--- src/rtl/uart_rx_ctrl_pkg.sv ---
// Shared definitions for the UART receive controller: register map, field bit
// positions and the reconfiguration FSM state type.
package uart_rx_ctrl_pkg;

    localparam logic [3:0] AddrCtrl   = 4'h0;
    localparam logic [3:0] AddrBaud   = 4'h4;
    localparam logic [3:0] AddrStatus = 4'h8;
    localparam logic [3:0] AddrData   = 4'hC;

    localparam int unsigned CtrlEnBit     = 0;
    localparam int unsigned CtrlParityBit = 1;
    localparam int unsigned CtrlIrqEnBit  = 2;

    localparam int unsigned StatusEmptyBit   = 0;
    localparam int unsigned StatusFullBit    = 1;
    localparam int unsigned StatusOverrunBit = 2;
    localparam int unsigned StatusParityBit  = 3;
    localparam int unsigned StatusBusyBit    = 4;
    localparam int unsigned StatusTimeoutBit = 5;

    typedef enum logic [1:0] {
        StDisabled,
        StRun,
        StReconfLoad,
        StReconfGuard
    } rx_state_e;

endpackage

--- src/rtl/uart_rx_ctrl_if.sv ---
// Register bus between the core (master) and the UART receive controller (slave).
interface uart_rx_ctrl_if;
    logic        bus_rd_i;
    logic        bus_wr_i;
    logic [3:0]  bus_addr_i;
    logic [31:0] bus_wdata_i;
    logic [31:0] bus_rdata_o;
    logic        bus_ack_o;

    modport master (
        output bus_rd_i, bus_wr_i, bus_addr_i, bus_wdata_i,
        input  bus_rdata_o, bus_ack_o
    );

    modport slave (
        input  bus_rd_i, bus_wr_i, bus_addr_i, bus_wdata_i,
        output bus_rdata_o, bus_ack_o
    );
endinterface

--- src/rtl/uart_rx_ctrl_fifo.sv ---
// rx_byte_fifo: synchronous byte FIFO; a push while full is accepted only when
// a pop happens in the same cycle.
module rx_byte_fifo #(
    parameter int unsigned Depth = 16
) (
    input  logic                       clk,
    input  logic                       rst_n,
    input  logic                       push,
    input  logic                       pop,
    input  logic [7:0]                 wdata,
    output logic [7:0]                 rdata,
    output logic                       full,
    output logic                       empty,
    output logic [$clog2(Depth):0]     count
);
    localparam int unsigned AW = $clog2(Depth);

    logic [7:0]    mem_q [Depth];
    logic [AW-1:0] wptr_q, rptr_q;
    logic [AW:0]   cnt_q;
    logic          push_ok, pop_ok;

    assign full    = (cnt_q == (AW+1)'(Depth));
    assign empty   = (cnt_q == '0);
    assign count   = cnt_q;
    assign rdata   = mem_q[rptr_q];
    assign push_ok = push & (~full | pop);
    assign pop_ok  = pop & ~empty;

    always_ff @(posedge clk) begin
        if (push_ok) begin
            mem_q[wptr_q] <= wdata;
        end
    end

    always_ff @(posedge clk) begin
        if (!rst_n) begin
            wptr_q <= '0;
            rptr_q <= '0;
            cnt_q  <= '0;
        end else begin
            if (push_ok) wptr_q <= wptr_q + 1'b1;
            if (pop_ok)  rptr_q <= rptr_q + 1'b1;
            case ({push_ok, pop_ok})
                2'b10:   cnt_q <= cnt_q + 1'b1;
                2'b01:   cnt_q <= cnt_q - 1'b1;
                default: cnt_q <= cnt_q;
            endcase
        end
    end
endmodule

--- src/rtl/uart_rx_ctrl.sv ---
// Register-mapped UART receive controller: RX FIFO, sticky errors, safe baud
// reconfiguration and interrupt. Optional idle timeout: UART_RX_CTRL_TIMEOUT_EN.
module uart_rx_ctrl
    import uart_rx_ctrl_pkg::*;
#(
    parameter int unsigned CLK_FREQ     = 50000000,
    parameter int unsigned BAUD_RATE    = 115200,
    parameter int unsigned FIFO_DEPTH   = 16,
    parameter int unsigned RX_THRESHOLD = 1,
    parameter int unsigned GUARD_CYCLES = 16
) (
    input  logic        clk,
    input  logic        rst_n,
    uart_rx_ctrl_if.slave bus,
    input  logic        uart_rxd_i,
    output logic        rx_en_o,
    output logic        parity_type_o,
    output logic        wr_bit_period_o,
    output logic [15:0] bit_period_o,
    input  logic        rx_valid_i,
    input  logic        rx_parity_err_i,
    input  logic [7:0]  rx_data_i,
    output logic        irq_o
);
    localparam int unsigned CW = $clog2(FIFO_DEPTH) + 1;
    localparam int unsigned GW = $clog2(GUARD_CYCLES + 1);
    localparam logic [15:0] ResetPeriod = 16'(CLK_FREQ / BAUD_RATE - 1);

    rx_state_e     state_q, state_d;
    logic [GW-1:0] guard_q, guard_d;
    logic          en_q, par_q, irq_en_q;
    logic [15:0]   bp_q;
    logic          overrun_q, perr_q, perr_in_q, load_pulse_q, ack_q, irq_q;
    logic [31:0]   rdata_q, rdata_d, status;
    logic          wr_en, rd_en, ctrl_wr, baud_wr, status_wr, data_rd;
    logic          push, pop, push_ok, full, empty, timeout, reconf_busy;
    logic [7:0]    head;
    logic [CW-1:0] count;

    // Write wins over a simultaneous read.
    assign wr_en     = bus.bus_wr_i;
    assign rd_en     = bus.bus_rd_i & ~bus.bus_wr_i;
    assign ctrl_wr   = wr_en & (bus.bus_addr_i == AddrCtrl);
    assign baud_wr   = wr_en & (bus.bus_addr_i == AddrBaud);
    assign status_wr = wr_en & (bus.bus_addr_i == AddrStatus);
    assign data_rd   = rd_en & (bus.bus_addr_i == AddrData);

    assign push    = rx_valid_i & (state_q == StRun);
    assign pop     = data_rd & ~empty;
    assign push_ok = push & (~full | pop);

    rx_byte_fifo #(
        .Depth (FIFO_DEPTH)
    ) u_fifo (
        .clk   (clk),
        .rst_n (rst_n),
        .push  (push),
        .pop   (pop),
        .wdata (rx_data_i),
        .rdata (head),
        .full  (full),
        .empty (empty),
        .count (count)
    );

`ifdef UART_RX_CTRL_TIMEOUT_EN
    logic [23:0] idle_q, limit;
    logic        timeout_q, timeout_set;

    // Four character times of 10 bits each.
    assign limit       = (24'(bp_q) + 24'd1) * 24'd40;
    assign timeout_set = ~empty & ~push_ok & ~pop & (idle_q < limit) & (idle_q + 24'd1 >= limit);
    assign timeout     = timeout_q;

    always_ff @(posedge clk) begin
        if (!rst_n) begin
            idle_q    <= '0;
            timeout_q <= 1'b0;
        end else begin
            if (push_ok || pop || empty) idle_q <= '0;
            else if (idle_q < limit)     idle_q <= idle_q + 24'd1;
            timeout_q <= timeout_set |
                         (timeout_q & ~(status_wr & bus.bus_wdata_i[StatusTimeoutBit]));
        end
    end
`else
    assign timeout = 1'b0;
`endif

    always_comb begin
        status                   = '0;
        status[StatusEmptyBit]   = empty;
        status[StatusFullBit]    = full;
        status[StatusOverrunBit] = overrun_q;
        status[StatusParityBit]  = perr_q;
        status[StatusBusyBit]    = reconf_busy;
        status[StatusTimeoutBit] = timeout;
        status[15:8]             = 8'(count);
    end

    always_comb begin
        rdata_d = '0;
        if (rd_en) begin
            case (bus.bus_addr_i)
                AddrCtrl: begin
                    rdata_d[CtrlEnBit]     = en_q;
                    rdata_d[CtrlParityBit] = par_q;
                    rdata_d[CtrlIrqEnBit]  = irq_en_q;
                end
                AddrBaud:   rdata_d[15:0] = bp_q;
                AddrStatus: rdata_d       = status;
                AddrData:   rdata_d[7:0]  = empty ? 8'h00 : head;
                default:    rdata_d       = '0;
            endcase
        end
    end

    always_ff @(posedge clk) begin
        if (!rst_n) begin
            en_q         <= 1'b0;
            par_q        <= 1'b0;
            irq_en_q     <= 1'b0;
            bp_q         <= ResetPeriod;
            overrun_q    <= 1'b0;
            perr_q       <= 1'b0;
            perr_in_q    <= 1'b0;
            load_pulse_q <= 1'b0;
            ack_q        <= 1'b0;
            rdata_q      <= '0;
            irq_q        <= 1'b0;
        end else begin
            if (ctrl_wr) begin
                en_q     <= bus.bus_wdata_i[CtrlEnBit];
                par_q    <= bus.bus_wdata_i[CtrlParityBit];
                irq_en_q <= bus.bus_wdata_i[CtrlIrqEnBit];
            end
            if (baud_wr) bp_q <= bus.bus_wdata_i[15:0];
            // Set events take priority over a W1C in the same cycle.
            overrun_q <= (push & full & ~pop) |
                         (overrun_q & ~(status_wr & bus.bus_wdata_i[StatusOverrunBit]));
            perr_q    <= (rx_parity_err_i & ~perr_in_q) |
                         (perr_q & ~(status_wr & bus.bus_wdata_i[StatusParityBit]));
            perr_in_q    <= rx_parity_err_i;
            load_pulse_q <= baud_wr & (state_q == StDisabled);
            ack_q        <= bus.bus_rd_i | bus.bus_wr_i;
            rdata_q      <= rdata_d;
            irq_q        <= irq_en_q & ((count >= CW'(RX_THRESHOLD)) | overrun_q | perr_q |
                                        timeout);
        end
    end

    always_ff @(posedge clk) begin
        if (!rst_n) begin
            state_q <= StDisabled;
            guard_q <= '0;
        end else begin
            state_q <= state_d;
            guard_q <= guard_d;
        end
    end

    always_comb begin
        state_d = state_q;
        guard_d = '0;
        unique case (state_q)
            StDisabled:   if (en_q) state_d = StRun;
            StRun: begin
                if (!en_q)        state_d = StDisabled;
                else if (baud_wr) state_d = StReconfLoad;
            end
            StReconfLoad: state_d = baud_wr ? StReconfLoad : StReconfGuard;
            StReconfGuard: begin
                if (baud_wr) begin
                    state_d = StReconfLoad;
                end else if (uart_rxd_i) begin
                    if (guard_q == GW'(GUARD_CYCLES - 1)) state_d = en_q ? StRun : StDisabled;
                    else                                  guard_d = guard_q + 1'b1;
                end
            end
            default:      state_d = StDisabled;
        endcase
    end

    always_comb begin
        rx_en_o         = (state_q == StRun);
        wr_bit_period_o = (state_q == StReconfLoad) | load_pulse_q;
        reconf_busy     = (state_q == StReconfLoad) | (state_q == StReconfGuard);
    end

    assign parity_type_o   = par_q;
    assign bit_period_o    = bp_q;
    assign irq_o           = irq_q;
    assign bus.bus_rdata_o = rdata_q;
    assign bus.bus_ack_o   = ack_q;
endmodule

--- src/flat_wrapper.sv ---
// flat-port wrapper written by rule: the top's interface ports become plain ports
module uart_rx_ctrl_flat import uart_rx_ctrl_pkg::*;
#(
    parameter int unsigned CLK_FREQ     = 50000000,
    parameter int unsigned BAUD_RATE    = 115200,
    parameter int unsigned FIFO_DEPTH   = 16,
    parameter int unsigned RX_THRESHOLD = 1,
    parameter int unsigned GUARD_CYCLES = 16
)
  (clk, rst_n, uart_rxd_i, rx_en_o, parity_type_o, wr_bit_period_o, bit_period_o, rx_valid_i, rx_parity_err_i, rx_data_i, irq_o, bus_bus_rd_i, bus_bus_wr_i, bus_bus_addr_i, bus_bus_wdata_i, bus_bus_rdata_o, bus_bus_ack_o);
  uart_rx_ctrl_if bus_i ();
  input  logic clk;
  input  logic rst_n;
  input  logic uart_rxd_i;
  output logic rx_en_o;
  output logic parity_type_o;
  output logic wr_bit_period_o;
  output logic [15:0] bit_period_o;
  input  logic rx_valid_i;
  input  logic rx_parity_err_i;
  input  logic [7:0] rx_data_i;
  output logic irq_o;
  input wire logic [$bits(bus_i.bus_rd_i)-1:0] bus_bus_rd_i;
  input wire logic [$bits(bus_i.bus_wr_i)-1:0] bus_bus_wr_i;
  input wire logic [$bits(bus_i.bus_addr_i)-1:0] bus_bus_addr_i;
  input wire logic [$bits(bus_i.bus_wdata_i)-1:0] bus_bus_wdata_i;
  output wire logic [$bits(bus_i.bus_rdata_o)-1:0] bus_bus_rdata_o;
  output wire logic [$bits(bus_i.bus_ack_o)-1:0] bus_bus_ack_o;
  assign bus_i.bus_rd_i = bus_bus_rd_i;
  assign bus_i.bus_wr_i = bus_bus_wr_i;
  assign bus_i.bus_addr_i = bus_bus_addr_i;
  assign bus_i.bus_wdata_i = bus_bus_wdata_i;
  assign bus_bus_rdata_o = bus_i.bus_rdata_o;
  assign bus_bus_ack_o = bus_i.bus_ack_o;
  uart_rx_ctrl #(.CLK_FREQ(CLK_FREQ), .BAUD_RATE(BAUD_RATE), .FIFO_DEPTH(FIFO_DEPTH), .RX_THRESHOLD(RX_THRESHOLD), .GUARD_CYCLES(GUARD_CYCLES)) u_core (.clk(clk), .rst_n(rst_n), .bus(bus_i), .uart_rxd_i(uart_rxd_i), .rx_en_o(rx_en_o), .parity_type_o(parity_type_o), .wr_bit_period_o(wr_bit_period_o), .bit_period_o(bit_period_o), .rx_valid_i(rx_valid_i), .rx_parity_err_i(rx_parity_err_i), .rx_data_i(rx_data_i), .irq_o(irq_o));
endmodule
--- config.mk ---
export PLATFORM = sky130hd
export DESIGN_NAME = uart_rx_ctrl_flat
export DESIGN_NICKNAME = d
export VERILOG_FILES = /design/src/rtl/uart_rx_ctrl_pkg.sv /design/src/rtl/uart_rx_ctrl_if.sv /design/src/rtl/uart_rx_ctrl_fifo.sv /design/src/rtl/uart_rx_ctrl.sv /design/src/flat_wrapper.sv
export SDC_FILE = /design/constraint.sdc
export NUM_CORES = 1
export LEC_CHECK = 0
export BUFFER_PORTS_ARGS = -buffer_cell sky130_fd_sc_hd__buf_2
export CORE_AREA = 2 2 160 162
export CTS_BUF_LIST = sky130_fd_sc_hd__clkbuf_2 sky130_fd_sc_hd__clkbuf_4 sky130_fd_sc_hd__clkbuf_8
export DETAILED_ROUTE_END_ITERATION = 8
export DIE_AREA = 0 0 162 164
export PLACE_DENSITY = 0.58
export SLEW_MARGIN = 20
export SYNTH_ARGS = -nofsm -noshare
export SYNTH_HDL_FRONTEND = slang
export SYNTH_SLANG_ARGS = --single-unit
--- constraint.sdc ---
create_clock -name clk -period 2.94 [get_ports clk]
set_clock_uncertainty 0.15 [all_clocks]
set_input_delay 0.588 -clock clk [delete_from_list [all_inputs] [get_ports clk]]
set_output_delay 0.588 -clock clk [all_outputs]
set_load 0.005 [all_outputs]
# After elaboration in Yosys (flattened, before gate mapping)
# Memory sizes are Yosys's and may differ from the RTL's. A register that Yosys moved wholly into a read port is not among the register bits.
# Cells that the tools add are included.
classes:
  n_bitwise: 36
  n_reduce_logical: 7
  eq_ne: 14
  muxes: 18
  add_sub_neg: 5
  order_cmp: 1
ops:
  columns: ["cell", "count"]
  rows:
  - ["$and A1 B1 Y1", 18]
  - ["$pmux W8 S2", 1]
  - ["$pmux W5 S3", 1]
  - ["$mux W2", 6]
  - ["$pmux W3 S4", 1]
  - ["$add A5 B1 Y5 const B", 2]
  - ["$not A1 Y1", 10]
  - ["$pmux W5 S2", 1]
  - ["$add A4 B1 Y4 const B", 2]
  - ["$eq A4 B4 Y1 const B", 2]
  - ["$mux W4", 2]
  - ["$mux W8", 1]
  - ["$or A1 B1 Y1", 8]
  - ["$pmux W2 S4", 1]
  - ["$eq A2 B2 Y1 const B", 3]
  - ["$eq A5 B4 Y1 const B", 1]
  - ["$eq A5 B5 Y1 const B", 1]
  - ["$ge A5 B1 Y1 const B", 1]
  - ["$logic_not A5 Y1", 1]
  - ["$reduce_or A5 Y1", 1]
  - ["$sub A5 B1 Y5 const B", 1]
  - ["$eq A2 B1 Y1 const B", 2]
  - ["$eq A4 B3 Y1 const B", 1]
  - ["$logic_not A4 Y1", 1]
  - ["9 further kinds", 12]
totals:
  inputBits: 51
  ramBits: 128
  elab_cells: 99
  ff_bits: 77
  mem_count: 1
memory_table:
  columns: ["memory", "depth", "width", "rd", "rd_clocked_by_memory_dff", "wr", "line_no", "rtl"]
  rows:
  - ["u_core.u_fifo.mem_q", 16, 8, 1, 1, 1, "uart_rx_ctrl_fifo.sv:18", "logic [7:0] mem_q [Depth];"]

# Depth between registers and ports, before layout
depth:
  word_depth: 8
  mapped_depth: 10
  mapped_depth_nobuf: 10

# Cells and area by module
# Synthesis repeated with hierarchy kept, for this count alone.
hier_totals:
  hier_cells: 555
  hier_area_um2: 8016.4
modules_own_cells:
  columns: ["module", "n_inst", "area_each_um2", "seq_area_each_um2", "cells_per_inst"]
  rows:
  - ["rx_byte_fifo", 1, 5850.6, 4184.0, 320]
  - ["uart_rx_ctrl", 1, 2165.8, 960.9, 235]

# Least setup slack after synthesis
# No wires, ideal clock.
synth_timing:
  path_kind: "in2reg"
  from: "input port bus_bus_wr_i"
  to: "register u_core.u_fifo.cnt_q[3], in the netlist u_core.u_fifo.count[3]"
  path_slack_ps: 174
  t_arrival_ps: 2488
  setup_ps: 128
  t_required_ps: 2662
  path_stages: 8
  cell_sequence: "clkbuf_1 nand2b_1 nor3_2 ha_1 or4b_2 a21oi_1 xnor2_1 nor2_1"
synth_lines:
  columns: ["item", "line_no", "rtl"]
  rows:
  - ["from (decl)", "flat_wrapper.sv:24", "input wire logic [$bits(bus_i.bus_wr_i)-1:0] bus_bus_wr_i;"]
  - ["$not A1 Y1 *", "uart_rx_ctrl.sv:42", "assign rd_en = bus.bus_rd_i & ~bus.bus_wr_i;"]
  - ["$and A1 B1 Y1 *", "uart_rx_ctrl.sv:42", null]
  - ["$and A1 B1 Y1 *", "uart_rx_ctrl.sv:46", "assign data_rd = rd_en & (bus.bus_addr_i == AddrData);"]
  - ["$and A1 B1 Y1 *", "uart_rx_ctrl.sv:49", "assign pop = data_rd & ~empty;"]
  - ["$and A1 B1 Y1 *", "uart_rx_ctrl_fifo.sv:28", "assign pop_ok = pop & ~empty;"]
  - ["via u_core.u_fifo.pop_ok", "uart_rx_ctrl_fifo.sv:21", "logic push_ok, pop_ok;"]
  - ["$eq A2 B1 Y1 / $eq A2 B2 Y1 (equally long branches)", "uart_rx_ctrl_fifo.sv:44", "case ({push_ok, pop_ok})"]
  - ["$pmux W5 S2 / $reduce_bool A2 Y1 (equally long branches)", null, null]
  - ["to (signal assigned)", "uart_rx_ctrl_fifo.sv:45", "2'b10: cnt_q <= cnt_q + 1'b1;"]
  - ["to (signal assigned)", "uart_rx_ctrl_fifo.sv:46", "2'b01: cnt_q <= cnt_q - 1'b1;"]
  - ["to (signal assigned)", "uart_rx_ctrl_fifo.sv:47", "default: cnt_q <= cnt_q;"]
  - ["to (decl)", "uart_rx_ctrl_fifo.sv:20", "logic [AW:0] cnt_q;"]
# The timed path passes the listed nets; every way through them passes the cells marked *.
# A chain may end at the register's enable or synchronous reset.

# Worst setup path in the final report
layout_timing:
  from: "register u_core.u_fifo.cnt_q[0], in the netlist u_core.u_fifo.count[0]"
  to: "register u_core.u_fifo.cnt_q[3], in the netlist u_core.u_fifo.count[3]"
layout_via:
  elab_chain_len: 7
layout_lines:
  columns: ["item", "line_no", "rtl"]
  rows:
  - ["$logic_not A5 Y1", "uart_rx_ctrl_fifo.sv:24", "assign empty = (cnt_q == '0);"]
  - ["$not A1 Y1", "uart_rx_ctrl_fifo.sv:28, uart_rx_ctrl.sv:49", null]
  - ["$and A1 B1 Y1", "uart_rx_ctrl.sv:49", null]
  - ["$or A1 B1 Y1", null, null]
  - ["$and A1 B1 Y1", null, null]
  - ["$eq A2 B1 Y1 / $eq A2 B2 Y1 (equally long branches)", "uart_rx_ctrl_fifo.sv:44", null]
  - ["$pmux W5 S2 / $reduce_bool A2 Y1 (equally long branches)", null, null]
# Parallel ways exist; a longest one is shown, timed or not.

==> results.toml <==
[synthesis]
yosysWarnings = 0
synth_cell_type_count = 53
synthArstFlopShare = 0
avgSynthCellArea_um2 = 14.8
synth_edf_count = 128
ys_seq_elements = 193
syn_inst = 528
synthTopCellsByArea = "edfxtp_1, dfxtp_1, mux4_2"
synth_area_um2 = 7820
synthFlopType = "edfxtp_1"
synth_top_area_cell = "edfxtp_1"
yosysSeqAreaShare = 0.658
synth_top_area_frac = 0.492

[floorplan]
chipHeight_um = 164
rows = 58
die_w_um = 162
core_um2 = 24800
start_util = 0.315
pin_count = 104
dieArea_um2 = 26600

[clocking]
cts_resized = 0
htree_levels = 4
cts_tree = "done"
ctsHoldBuffers = 0
worstSkewPairLatency_ns = 0.46
clockBufferDepth = 2
cts_sinks = 193
cts_setup_buffers = 0
cts-root-buf = "clkbuf_8"
numCtsBuffers = 17
clkSlewWorstSetupHoldPaths_ns = 0.10

[drt]
first_pass_iters = 5
via_per_inst = 4.82
vias = 4655
drc_errors = 0
dr.first_iter.drc_count = 381
finalWirelength_um = 17000
drt-wirelength-per-cell_um = 17.6
drtAntennaViolNets = 0

[critical_path]
cp.depth = 10
crit_arrival_ns = 2.83
path_buf_inv = 1
r2r-start = "u_core.u_fifo.count[0]"
worstSetupStartpointType = "flop"
crit_path_end_kind = "flop"
path_cells = "inv_1 -> ha_1 -> nand4bb_1 -> o21bai_1 -> nand2_1 -> ha_1 -> or4b_2 -> a21oi_1 -> xnor2_1 -> nor2_1"
required_ns = 3.15
crit_end = "u_core.u_fifo.count[3]"
timing.rr.end = "u_core.u_fifo.count[3]"
r2r_slack_ns = 0.32
critical_path.startpoint = "u_core.u_fifo.count[0]"
path_class = "reg -> reg"
slowest_delay_ns = 0.58
cpMaxStageDelayCell = "or4b_2"
path_max_fanout = 8
cpLargestDelayFamily = "simple AND/OR/NAND/NOR gates"
path_common_cell = "ha_1"
ff2ff_path_depth = 10

[sta]
max_freq_mhz = 381
finalSetupViolations = 0
worst_pin_slew_ns = 0.764
finalHoldViolations = 0
period_needed_ns = 2.62
maxSlewViolCount = 0
slew_headroom = 0.490
finalSetupTns_ns = 0
fin_crit_sh = 0.892
finalWorstSetupSlack_ns = 0.318
grt_setup_unrepaired = "no"

[placed_design]
place_ws_ns = 0.239
gp_congestion = 0.791
portBuffers = 71
dp_hpwl_um = 11700
dp.cells = 934

[layout]
final_util = 0.365
layout.nets = 686
layout_common_cells = "edfxtp_1, buf_2, dfxtp_1"
final_cell_count_no_fill = 966
final_common_cell = "edfxtp_1"
syn_to_final_growth_pct = 15.8
antenna_cells = 0
layout-drive-gt1-share = 0.278

[min_path]
hp-class = "in -> reg"

[pwr]
peakVddDrop_mv = 0.279
power_leakage_nw = 3.12
power.density_nw_per_um2 = 532
power_mw = 4.82

[grt]
grt_max_degree = 32
grt-ovfl-total = 0
grt_pass1_wl_um = 25900
grtUsageTotal = 0.131
grt_pass1_vias = 4660
antenna_found_initial = 1

[run_status]
status = "completed"

[run]
maxCapViolations = 0
[routing by layer]
metal	vias up	GRT usage	wire length, µm
li1	2143	-	-
met1	2333	0.164	7280
met2	161	0.223	8310
met3	16	0.0407	1210
met4	2	0.0306	164
met5	-	0	7
[final cells by class]
| cell class | instances | area, µm² |
|---|---|---|
| Clock buffer | 17 | 234 |
| Clock inverter | 15 | 195 |
| Timing Repair Buffer | 104 | 603 |
| Inverter | 11 | 41.3 |
| Sequential cell | 193 | 5150 |
| Tap cell | 330 | 413 |
| Fill cell | 2355 | 15800 |
| Multi-Input combinational cell | 296 | 2420 |
[worst reg2reg max path, cell delays in order, from the launching register on]
cell	delay, ns
dfxtp_1	0.41
inv_1	0.12
ha_1	0.18
nand4bb_1	0.20
o21bai_1	0.26
nand2_1	0.11
ha_1	0.17
or4b_2	0.58
a21oi_1	0.17
xnor2_1	0.13
nor2_1	0.05
[through the flow]
stage	hold slack, ns	cell area (µm²)
finish	0.191	9060
detailed placement	0.320	8630
floorplan	0.268	7880
global route	0.159	9060
global placement	0.277	8630
CTS	0.156	9060
[cells in the mapped netlist, drive strengths merged, types with 2 or more instances]
cell type / instances
nand2b: 5
mux2i: 17
ha: 12
a21oi: 21
o21ai: 12
xnor2: 6
o211ai: 2
nor2: 38
nor4b: 4
inv: 11
nand3: 18
clkbuf: 12
and3b: 2
nand4b: 2
nor2b: 2
and3: 3
o22ai: 2
nand4bb: 3
and2: 5
or4: 2
xor2: 3
a22oi: 11
buf: 31
nor3: 9
mux2: 8
nor4: 5
dfxtp: 65
mux4: 32
a2bb2oi: 2
edfxtp: 128
nand2: 41
[flip-flops by register name, indices dropped and copies added, names as in the netlist, 2 cells and up, named ones only]
register,cells
u_core.bit_period_o,16
u_core.bus.bus_rdata_o,16
u_core.guard_q,5
u_core.state_q,2
u_core.u_fifo.count,5
u_core.u_fifo.mem_q,128
u_core.u_fifo.rptr_q,4
u_core.u_fifo.wptr_q,4
[report_power, final]
group,leakage [nW],switching (mW),total [mW],internal [mW]
combinational,1.24,0.0814,0.121,0.0398
sequential,1.68,0.00575,2.90,2.89
clock,0.209,1.01,1.80,0.796
total,3.12,1.09,4.82,3.73
[kinds of logic (layout without fill, tap and decap cells)]
logic type	after synthesis	after routing	share of synthesized area
fa+ha+maj	12	12	0.0192
xor+xnor	9	9	0.0101
compound gates	58	58	0.0454
mux	57	57	0.129
simple gates	144	144	0.0982
buf+inv	54	147	0.0394
other cells	1	16	0.000480
flops	193	193	0.658
[worst min-delay path by stage]
| stage | start | end | slack, ns | depth (start not counted) |
|---|---|---|---|---|
| finish | bus_bus_wdata_i[4] | u_core.bit_period_o[4] | 0.19 | 3 |
| global route | bus_bus_wdata_i[4] | u_core.bit_period_o[4] | 0.16 | 3 |
| CTS | bus_bus_wdata_i[4] | u_core.bit_period_o[4] | 0.16 | 3 |
| detailed placement | u_core.bit_period_o[13] | u_core.bit_period_o[13] | 0.32 | 2 |
| global placement | u_core.guard_q[0] | u_core.guard_q[0] | 0.28 | 1 |
| floorplan | u_core.guard_q[0] | u_core.guard_q[0] | 0.27 | 1 |
(Power assumes the default switching activity.)
